File: src/rtl/pc_fetch_unit.sv
// Fetch stage: owns the PC and the IF/ID register, screens out illegal fetch
// addresses, and keeps a saturating fetch counter and a sticky fault record.
module pc_fetch_unit #(
    parameter logic [31:0] RESET_PC = 32'h0000_3000,
    parameter logic [31:0] IM_BASE  = 32'h0000_3000,
    parameter int          IM_AW    = 12
) (
    input  logic             clk,
    input  logic             reset,
    input  logic             Stall,
    input  logic [31:0]      NPC,
    input  logic [31:0]      IM_Instr,
    output logic [31:0]      IF_PC,
    output logic [IM_AW-1:0] IM_Addr,
    output logic [31:0]      ID_PC,
    output logic [31:0]      ID_Instr,
    output logic             ID_Valid,
    output logic             Fault,
    output logic [31:0]      Fault_PC,
    output logic [31:0]      Fetch_Count
);

    // The upper bound is compared in 33 bits so a window ending at 2^32 cannot wrap.
    localparam logic [32:0] IM_END = {1'b0, IM_BASE} + (33'd4 << IM_AW);

    logic [31:0] pc_offset;
    logic        illegal_pc;

    always_comb begin
        pc_offset  = IF_PC - IM_BASE;
        IM_Addr    = pc_offset[IM_AW+1:2];
        illegal_pc = (IF_PC[1:0] != 2'b00) ||
                     (IF_PC < IM_BASE) ||
                     ({1'b0, IF_PC} >= IM_END);
    end

    // PC and IF/ID register; the delay slot means IF/ID is never flushed.
    always_ff @(posedge clk or posedge reset) begin
        if (reset) begin
            IF_PC    <= RESET_PC;
            ID_PC    <= 32'h0000_0000;
            ID_Instr <= 32'h0000_0000;
            ID_Valid <= 1'b0;
        end else if (!Stall) begin
            IF_PC <= NPC;
            ID_PC <= IF_PC;
            if (illegal_pc) begin
                ID_Instr <= 32'h0000_0000;
                ID_Valid <= 1'b0;
            end else begin
                ID_Instr <= IM_Instr;
                ID_Valid <= 1'b1;
            end
        end
    end

    // Debug state: only the first illegal fetch is recorded until the next reset.
    always_ff @(posedge clk or posedge reset) begin
        if (reset) begin
            Fault       <= 1'b0;
            Fault_PC    <= 32'h0000_0000;
            Fetch_Count <= 32'h0000_0000;
        end else if (!Stall) begin
            if (illegal_pc) begin
                if (!Fault) begin
                    Fault    <= 1'b1;
                    Fault_PC <= IF_PC;
                end
            end else if (Fetch_Count != 32'hFFFF_FFFF) begin
                Fetch_Count <= Fetch_Count + 32'd1;
            end
        end
    end

endmodule
File: config.mk
export PLATFORM = sky130hd
export DESIGN_NAME = pc_fetch_unit
export DESIGN_NICKNAME = d
export VERILOG_FILES = /design/src/rtl/pc_fetch_unit.sv
export SDC_FILE = /design/constraint.sdc
export NUM_CORES = 1
export LEC_CHECK = 0
export ABC_AREA = 1
export CAP_MARGIN = 10
export CELL_PAD_IN_SITES_DETAIL_PLACEMENT = 1
export CELL_PAD_IN_SITES_GLOBAL_PLACEMENT = 1
export CORE_MARGIN = 1
export CORE_UTILIZATION = 33
export CTS_CLUSTER_DIAMETER = 150
export DETAILED_ROUTE_END_ITERATION = 7
export PLACE_DENSITY = 0.76
export SETUP_SLACK_MARGIN = 0.02
export SYNTH_ARGS = -nofsm -noshare
export SYNTH_HDL_FRONTEND = slang
export SYNTH_SLANG_ARGS = --single-unit
export TNS_END_PERCENT = 20
File: constraint.sdc
create_clock -name clk -period 6.82 [get_ports clk]
set_input_delay 1.364 -clock clk [delete_from_list [all_inputs] [get_ports clk]]
set_output_delay 1.364 -clock clk [all_outputs]
set_load 0.05 [all_outputs]
==> metrics.yaml, run 1 <==
status: "complete, no violations"
initial_core_util: 0.3377
worstSetupPathDepth: 2
cts.sinks: 162
cp_top_family: "buffers and inverters"
routabilityCongestion: 0.7807
r2r-end: "Fetch_Count[20]$_DFFE_PP0P_"
numCtsBuffers: 17
slowest_stage: "clkdlybuf4s50_1"
cp-end-kind: "output port"
cpPeakStageDelay_ns: 0.70
grt_pass1_wl_um: 36020
rsz0062_at_grt: "false"
core_um2: 21090
drtIter0Drc: 299
yosysTopAreaCell: "dfrtp_1"
dp_hpwl_um: 16500
synthDistinctLibCells: 29
synth_area_leaders: "dfrtp_1 56%, nand2_1 13%, o21ai_0 5.3%"
clock_latency_ns: 0.43
skew_ns: 0.01980
design_area_um2: 10280
clockBufferDepth: 2
slew_headroom: 0.3649
synth-seq-cells: 162
fmax_ghz: 0.3063
synth_top_area_frac: 0.5623
cellPowerDensity_nw_per_um2: 238.3
hold_violations: 0
sw_frac_of_total: 0.2985
dpl_cell_area_um2: 9657
synthCells: 800
synthArstFlopShare: 1.000
vias_per_cell: 4.859
root_buffer: "clkbuf_16"
p_seq_frac: 0.422
antenna_cells: 0
syn_avg_cell_area_um2: 8.901
syn_nets: 869
num-fill-cells: 2448
drive_gt1_frac: 0.06570
synth_edf_count: 0
crit_arrival_ns: 1.90
drt-total-wl_um: 22760
num_rows: 53
hold_path_class: "reg2reg"
yosys_warnings: 0
die_h_um: 148.9
htree_levels: 4
report.final.setup_viol: 0
io_pins: 241
power_frac_comb: 0.162
crit_path_start_kind: "flop"
synth.most_common_cell: "nand2_1"
power.switching_mw: 0.7310
worst_r2r_startpoint: "IF_PC[13]$_DFFE_PP1N_"
fin_crit_sh: 0.4787
tightest_slew_ns: 0.9526
synth_commonest_cells: "247 x nand2_1, 160 x dfrtp_1, 75 x o21ai_0"
leakage_nw: 4.507
crit_path_end: "IM_Addr[11]"
die-width_um: 148.9
reg2reg_setup_slack_ns: 4.21
overflow: 0
firstDrtPassIters: 4
fin_crit_ns: 3.264
wl_per_cell_um: 17.38
path_class: "reg2out"
drc: 0
cts_setup_buffers: 0
cts_resized: 0
worst-path-buf-inv: 1
drtAntennaViolNets: 0
clk_pin_slew_ns: 0.07
netlist_area_um2: 7121
grt_max_degree: 105
multi_input_area_um2: 2600
yosysSeqAreaShare: 0.5697
grt_pass1_vias: 6526
vias: 6365
seq_area_um2: 4056
r2r_cells: 10
grt_antenna_before_repair: 0
nets: 1091
fin_tns_setup_ns: 0
vdd_ir_drop_max_mv: 0.1637
worstSetupStartpoint: "IF_PC[13]$_DFFE_PP1N_"
maxCapViolCount: 0
dieArea_um2: 22170
synth_ff_type: "dfrtp_1"
area_growth_pct: 44.35
ctsHoldBuffers: 0
tritoncts: "built"
p_clk_frac: 0.415
crit_path_cell_trace: "ha_1 -> clkdlybuf4s50_1"
critPathRequiredTime_ns: 5.46
cp_max_fo: 3
drv_slew: 0
grt.total_usage: 0.2111
internal_power_mw: 1.718
io_buffer_count: 240
registers in the layout, summed over array words and instances, names as in the netlist:
name	count
ID_Instr	32
ID_Valid	1
Fetch_Count	32
Fault	1
ID_PC	32
IF_PC	32
Fault_PC	32
area by class of cell:
class	count	share of cell area
clock buffers	17	0.04139
clock inverters	15	0.01911
inverters	61	0.02276
multi-input cells	537	0.2530
flip-flops and latches	162	0.3946
well taps	275	0.03348
repair buffers	243	0.2357
layout by cell type, fill, tap and decap left out, drive strengths merged:
cell,Yosys,routed
nand4,14,14
xnor2,3,3
and2,1,1
clkinv,0,4
nand3b,14,14
clkinvlp,0,2
a22o,32,32
buf,28,4
dfrtp,160,160
nand3,27,27
xor2,3,3
nor3,4,4
bufinv,0,3
dfstp,2,2
inv,61,67
ha,2,2
o21ai,104,104
clkdlybuf4s50,0,239
nor2,80,80
nand2,253,253
clkbuf,12,17
worst min-delay path by stage:
stage	startpoint	to	slack (ns)	cells past startpoint
after floorplan	IF_PC[13]$_DFFE_PP1N_	IF_PC[13]$_DFFE_PP1N_	0.62	2
after global placement	ID_PC[15]$_DFFE_PP0N_	ID_PC[15]$_DFFE_PP0N_	0.47	2
after detailed placement	Fault_PC[20]$_DFFE_PP0P_	Fault_PC[20]$_DFFE_PP0P_	0.48	2
after CTS	ID_PC[13]$_DFFE_PP0N_	ID_PC[13]$_DFFE_PP0N_	0.50	2
after global routing	ID_Instr[1]$_DFFE_PP0N_	ID_Instr[1]$_DFFE_PP0N_	0.52	1
final	Fault_PC[3]$_DFFE_PP0P_	Fault_PC[3]$_DFFE_PP0P_	0.49	2
worst reg2reg max path, delay by kind of cell, from the launching register on:
family | cells | cell delay [ns]
compound gates | 1 | 0.20
fa+ha+maj | 1 | 0.24
buf+inv | 1 | 0.05
flops | 1 | 0.55
simple gates | 7 | 1.47
stage by stage:
step | hold slack, ns | instances | worst slack (ns) | power (mW) | utilization
3_5_place_dp | 0.4807 | 1278 | 3.176 | 1.453 | 0.4579
6_report | 0.4936 | 1310 | 3.556 | 2.449 | 0.4874
5_1_grt | 0.5199 | 1310 | 3.417 | 2.543 | 0.4874
4_1_cts | 0.4979 | 1310 | 3.541 | 2.476 | 0.4874
3_3_place_gp | 0.4657 | 1278 | 3.266 | 1.448 | 0.4579
2_1_floorplan | 0.6225 | 800 | 1.083 | 1.288 | -
power by group through the flow:
stage               sequential, mW  combinational [mW]  clock (mW)
floorplan                     1.18               0.106           0
detailed placement            1.05               0.400           0
finish                        1.03               0.397        1.02
CTS                           1.04               0.402        1.04
global route                  1.04               0.422        1.08
global placement              1.05               0.397           0
metal layers:
| layer | track usage | up-vias | part of all wire | routed length (um) |
|---|---|---|---|---|
| met5 | 0 | - | 0 | 0 |
| met4 | 0.05612 | 0 | 0.013 | 301 |
| met3 | 0.03914 | 17 | 0.040 | 913 |
| met2 | 0.3574 | 167 | 0.50 | 11310 |
| met1 | 0.2762 | 3153 | 0.45 | 10240 |
| li1 | - | 3028 | - | - |
cells by family after synthesis:
logic type,count (synthesis),synth area share
adder cells (fa/ha/maj),2,0.003514
flip-flops,162,0.5697
AO/OA/AOI/OAI,136,0.1125
XOR/XNOR,6,0.007381
AND/OR/NAND/NOR,393,0.2418
buffers and inverters,101,0.06519
Power figures use the tool's default switching activity.
==> run 2, diff against run 1 <==
- clock period: 6.82 -> 3.02 ns (I/O delays scaled with it)
==> run 2 against run 1 <==
Clock power rose by 130%. Global-route usage fell by 0.18 points. Cell area rose by 0.46%. Count of clock-buffer cells in the layout did not move. Wire length fell by 1.6%. Largest power group unchanged.
==> metrics.yaml, run 2 (synthesized netlist as in run 1, its figures left out) <==
ctsHoldBuffers: 0  # unchanged
report.final.setup_viol: 0  # unchanged
final_common_cell: "nand2_1"
area_growth_pct: 45.02
slew_headroom: 0.3971  # +0.03223
worst_r2r_startpoint: "IF_PC[12]$_DFFE_PP1N_"
crit_path_cell_trace: "ha_1 -> clkdlybuf4s50_1"
tritoncts: "built"
cellPowerDensity_nw_per_um2: 536.9  # +130%
firstDrtPassIters: 4  # unchanged
drt-total-wl_um: 22390  # -1.6%
drtIter0Drc: 215  # -28%
dieArea_um2: 22170  # unchanged
die_h_um: 148.9  # unchanged
fin_tns_setup_ns: 0  # unchanged
path_class: "reg2out"
num_rows: 53  # unchanged
crit_arrival_ns: 1.93  # +0.03 ns
rsz0062_at_grt: "false"
cp-end-kind: "output port"
initial_core_util: 0.3377  # unchanged
overflow: 0  # unchanged
clockBufferDepth: 2  # unchanged
cp_top_family: "buffers and inverters"
cts_setup_buffers: 0  # unchanged
fin_crit_ns: 2.531
leakage_nw: 4.536  # +0.66%
nets: 1094  # +0.27%
worstSetupPathDepth: 2  # unchanged
final_cell_mix: "247 x nand2_1, 239 x clkdlybuf4s50_1, 160 x dfrtp_1"
worstSetupStartpoint: "IF_PC[12]$_DFFE_PP1N_"
cts.sinks: 162  # unchanged
wl_per_cell_um: 17.05  # -1.9%
die-width_um: 148.9  # unchanged
numCtsBuffers: 17  # unchanged
routabilityCongestion: 0.8004  # +2.5%
grt_max_degree: 96  # -8.6%
clock_latency_ns: 0.43  # about the same
hold_path_class: "in2async"
dp.cells: 1281  # +0.23%
htree_levels: 4  # unchanged
crit_path_start_kind: "flop"
io_buffer_count: 240  # unchanged
dp_slack_ns: 0.6929  # -2.484 ns
slowest_stage: "clkdlybuf4s50_1"
drtAntennaViolNets: 0  # unchanged
cts_resized: 0  # unchanged
fin_crit_sh: 0.8379
drc: 0  # unchanged
vdd_ir_drop_max_mv: 0.3536  # +120%
reg2reg_setup_slack_ns: 0.70  # -3.51 ns
dp_hpwl_um: 16450  # -0.32%
vias_per_cell: 4.854  # -0.10%
fmax_ghz: 0.3952
critPathRequiredTime_ns: 2.42  # -3.04 ns
crit_path_end: "IM_Addr[11]"
stdcell_count: 1313  # +0.23%
grt_pass1_vias: 6510  # -0.25%
cpPeakStageDelay_ns: 0.81  # +0.11 ns
grt_pass1_wl_um: 35980  # -0.11%
r2r-end: "Fault_PC[26]$_DFFE_PP0P_"
tightest_slew_ns: 0.9043  # -0.04835 ns
hold_violations: 0  # unchanged
core_um2: 21090  # unchanged
clk_pin_slew_ns: 0.06  # about the same
drive_gt1_frac: 0.06840  # +0.002700
status: "complete, no violations"
p_total_mw: 5.544  # +130%
io_pins: 241  # unchanged
r2r_cells: 11  # +1
root_buffer: "clkbuf_16"
vias: 6373  # +0.13%
maxCapViolCount: 0  # unchanged
design_area_um2: 10330  # +0.46%
antenna_cells: 0  # unchanged
skew_ns: 0.01014  # -0.009665 ns
grt_antenna_before_repair: 0  # unchanged
drv_slew: 0  # unchanged
worst-path-buf-inv: 1  # unchanged
cp_max_fo: 3  # unchanged
grt.total_usage: 0.2093  # -0.001809
fin_ws_ns: 0.4895  # -3.066 ns
dpl_cell_area_um2: 9703  # +0.48%
## run 2: cell count changes in the layout (fill, tap and decap cells not counted)
cell	before	now
buf_12	0	2
buf_4	4	5
clkinv_2	1	2
clkinvlp_4	2	1
inv_6	4	3
inv_8	3	4
## run 2: cell type report
type                       instances  area [um^2]
inverter                          61        232.7
tap                              275        344.1
timing repair buffer             246         2470
clock buffer                      17        425.4
clock inverter                    15        197.7
sequential                       162         4056
fill                            2463        10760
multi-input combinational        537         2600
## run 2: how the worst min path moves through the flow
stage                          startpoint                       end  slack (ns)  depth (start not counted)
global placement    ID_PC[16]$_DFFE_PP0N_     ID_PC[16]$_DFFE_PP0N_        0.46                          2
CTS                                 reset  ID_Instr[14]$_DFFE_PP0N_        0.45                          2
detailed placement  ID_PC[16]$_DFFE_PP0N_     ID_PC[16]$_DFFE_PP0N_        0.47                          2
finish                              reset  ID_Instr[14]$_DFFE_PP0N_        0.47                          2
floorplan           IF_PC[13]$_DFFE_PP1N_     IF_PC[13]$_DFFE_PP1N_        0.62                          2
global route                        reset  ID_Instr[11]$_DFFE_PP0N_        0.47                          2
## run 2: through the flow
stage / hold slack [ns] / util
floorplan: 0.6225 / -
global placement: 0.4641 / 0.4601
detailed placement: 0.4718 / 0.4601
CTS: 0.4550 / 0.4897
global route: 0.4726 / 0.4897
finish: 0.4677 / 0.4897
## run 2: where the power goes
part	switching, mW	internal (mW)
Combinational	0.614	0.298
Clock	0.974	1.33
Sequential	0.0673	2.26
## run 2: worst reg2reg max path: stages, from the launching register on
cell and delay [ns]:
dfstp_2 0.54, ha_1 0.24, inv_2 0.05, nand2_1 0.06, nand2_1 0.05, nor2_2 0.15
nand3_1 0.17, nand2_1 0.14, inv_2 0.06, nand2_4 0.50, nand2_1 0.15, o21ai_1 0.12
## run 2: per-layer routing
metal	GRT usage	wire, um
met4	0.07245	473
met2	0.3507	11000
met5	0	0
met3	0.04159	1096
met1	0.2685	9816
==> run 3, diff against run 2 <==
- clock period: 3.02 -> 2.65 ns (I/O delays scaled with it)
==> run 3 against run 2 <==
Cell area hardly changed. Register-to-register slack worse by 0.23 ns. Largest cell class unchanged. First-iteration DRC count is 30% higher. Power is 12% higher. Clock skew is 0.0035 ns higher. Setup slack worse by 0.27 ns. Combinational power is 14% higher. Sequential share of layout area hardly changed. Clock power is 8% higher. Sequential cell count stayed put. Non-clock buffer count is 4 higher. Worst hold slack better by 0.014 ns.
==> metrics.yaml, run 3 (synthesized netlist as in run 1, its figures left out) <==
num-fill-cells: 2439  # -0.97%
fin_tns_setup_ns: 0  # unchanged
dp_hpwl_um: 16670  # +1.3%
die-width_um: 148.9  # unchanged
internal_power_mw: 4.343  # +12%
p_seq_frac: 0.429  # +0.009
clockBufferDepth: 2  # unchanged
final_common_cell: "nand2_1"
die_h_um: 148.9  # unchanged
drtAntennaViolNets: 0  # unchanged
grt_max_degree: 69  # -28%
fin_util: 0.4901  # about the same
cellPowerDensity_nw_per_um2: 598.4  # +11%
cp-end-kind: "output port"
wl_per_cell_um: 17.20  # +0.89%
tightest_slew_ns: 0.5743  # -0.3300 ns
maxCapViolCount: 0  # unchanged
grt.total_usage: 0.2091  # about the same
vias_per_cell: 4.803  # -1.0%
antenna_cells: 0  # unchanged
htree_levels: 4  # unchanged
grt_pass1_wl_um: 35890  # -0.25%
final_cell_mix: "247 x nand2_1, 239 x clkdlybuf4s50_1, 160 x dfrtp_1"
clock_latency_ns: 0.43  # about the same
grt_antenna_before_repair: 0  # unchanged
drive_gt1_frac: 0.07109  # +0.002685
initial_core_util: 0.3377  # unchanged
cp_max_fo: 3  # unchanged
power.switching_mw: 1.842  # +11%
fin_crit_ns: 2.427
cts.sinks: 162  # unchanged
overflow: 0  # unchanged
cts_setup_buffers: 0  # unchanged
fin_crit_sh: 0.9159
clk_pin_slew_ns: 0.07  # about the same
status: "complete, no violations"
vias: 6321  # -0.82%
vdd_ir_drop_max_mv: 0.4049  # +15%
io_pins: 241  # unchanged
drc: 0  # unchanged
fmax_ghz: 0.4120
drtIter0Drc: 279  # +30%
sw_frac_of_total: 0.2978  # -0.0006204
dp_slack_ns: 0.5133  # -0.1795 ns
report.final.setup_viol: 0  # unchanged
critPathRequiredTime_ns: 2.12  # -0.30 ns
root_buffer: "clkbuf_16"
crit_arrival_ns: 1.90  # -0.03 ns
num_rows: 53  # unchanged
area_growth_pct: 45.14  # about the same
numCtsBuffers: 17  # unchanged
multi_input_area_um2: 2600  # unchanged
path_class: "reg2out"
ctsHoldBuffers: 0  # unchanged
hold_path_class: "in2async"
grt_pass1_vias: 6565  # +0.84%
tritoncts: "built"
io_buffer_count: 240  # unchanged
cts_resized: 0  # unchanged
nets: 1098  # +0.37%
leakage_nw: 4.529  # -0.16%
crit_path_start_kind: "flop"
slew_headroom: 0.6159  # +0.2188
firstDrtPassIters: 4  # unchanged
seq_area_um2: 4056  # unchanged
drv_slew: 0  # unchanged
skew_ns: 0.01366  # +0.003522 ns
rsz0062_at_grt: "false"
routabilityCongestion: 0.8222  # +2.7%
core_um2: 21090  # unchanged
hold_violations: 0  # unchanged
dieArea_um2: 22170  # unchanged
p_clk_frac: 0.403  # -0.013
power_frac_comb: 0.168  # +0.004
drt-total-wl_um: 22640  # +1.1%
fin_ws_ns: 0.2229  # -0.2666 ns
## run 3: changes by cell type in the layout (fill, tap and decap cells not counted), sizes merged
| cell | before | now |
|---|---|---|
| bufinv | 3 | 2 |
| clkinv | 5 | 2 |
| buf | 7 | 11 |
| clkinvlp | 1 | 5 |
| clkbuf | 17 | 18 |
| inv | 67 | 65 |
## run 3: worst max-delay path, stage by stage, from the launching register on
cell	delay, ns
dfstp_2	0.55
ha_1	0.24
clkdlybuf4s50_1	0.70
## run 3: power by group through the flow
stage	Combinational [mW]	Clock [mW]	Sequential [mW]
2_1_floorplan	0.272	0	3.04
3_3_place_gp	1.04	0	2.70
3_5_place_dp	1.05	0	2.70
4_1_cts	1.05	2.56	2.66
5_1_grt	1.10	2.65	2.67
6_report	1.04	2.49	2.65
## run 3: path summary, 6_finish.rpt
check	start	endpoint	slack, ns	cells past startpoint
setup / recovery	IF_PC[12]$_DFFE_PP1N_	IM_Addr[11]	0.22	2
max in group asynchronous	reset	Fault_PC[19]$_DFFE_PP0P_	1.45	3
setup reg to reg	IF_PC[12]$_DFFE_PP1N_	ID_Instr[3]$_DFFE_PP0N_	0.47	9
hold / removal	reset	ID_Instr[6]$_DFFE_PP0N_	0.48	2
min in group clk	ID_PC[12]$_DFFE_PP0N_	ID_PC[12]$_DFFE_PP0N_	0.49	2
hold reg to reg	ID_PC[12]$_DFFE_PP0N_	ID_PC[12]$_DFFE_PP0N_	0.49	2
## run 3: per-layer routing
layer	share of wire	track usage	vias up
met5	0	0	-
met4	0.014	0.06378	0
met3	0.041	0.03364	22
met2	0.50	0.3621	164
met1	0.45	0.2670	3090
li1	-	-	3045
## run 3: area by class of cell
type                       count  area share
sequential                   162      0.3925
multi-input combinational    537      0.2516
timing repair buffer         250      0.2431
clock buffer                  18     0.04249
tap                          275     0.03329
inverter                      61     0.02252
clock inverter                13     0.01453
## run 3: stage by stage
stage,power (mW),instances,instance area (um^2),hold WS [ns]
3_5_place_dp,3.747,1285,9746,0.4726
5_1_grt,6.416,1316,10330,0.5060
6_report,6.185,1316,10330,0.4814
3_3_place_gp,3.732,1285,9746,0.4638
4_1_cts,6.261,1316,10330,0.4899
2_1_floorplan,3.315,800,7124,0.6225
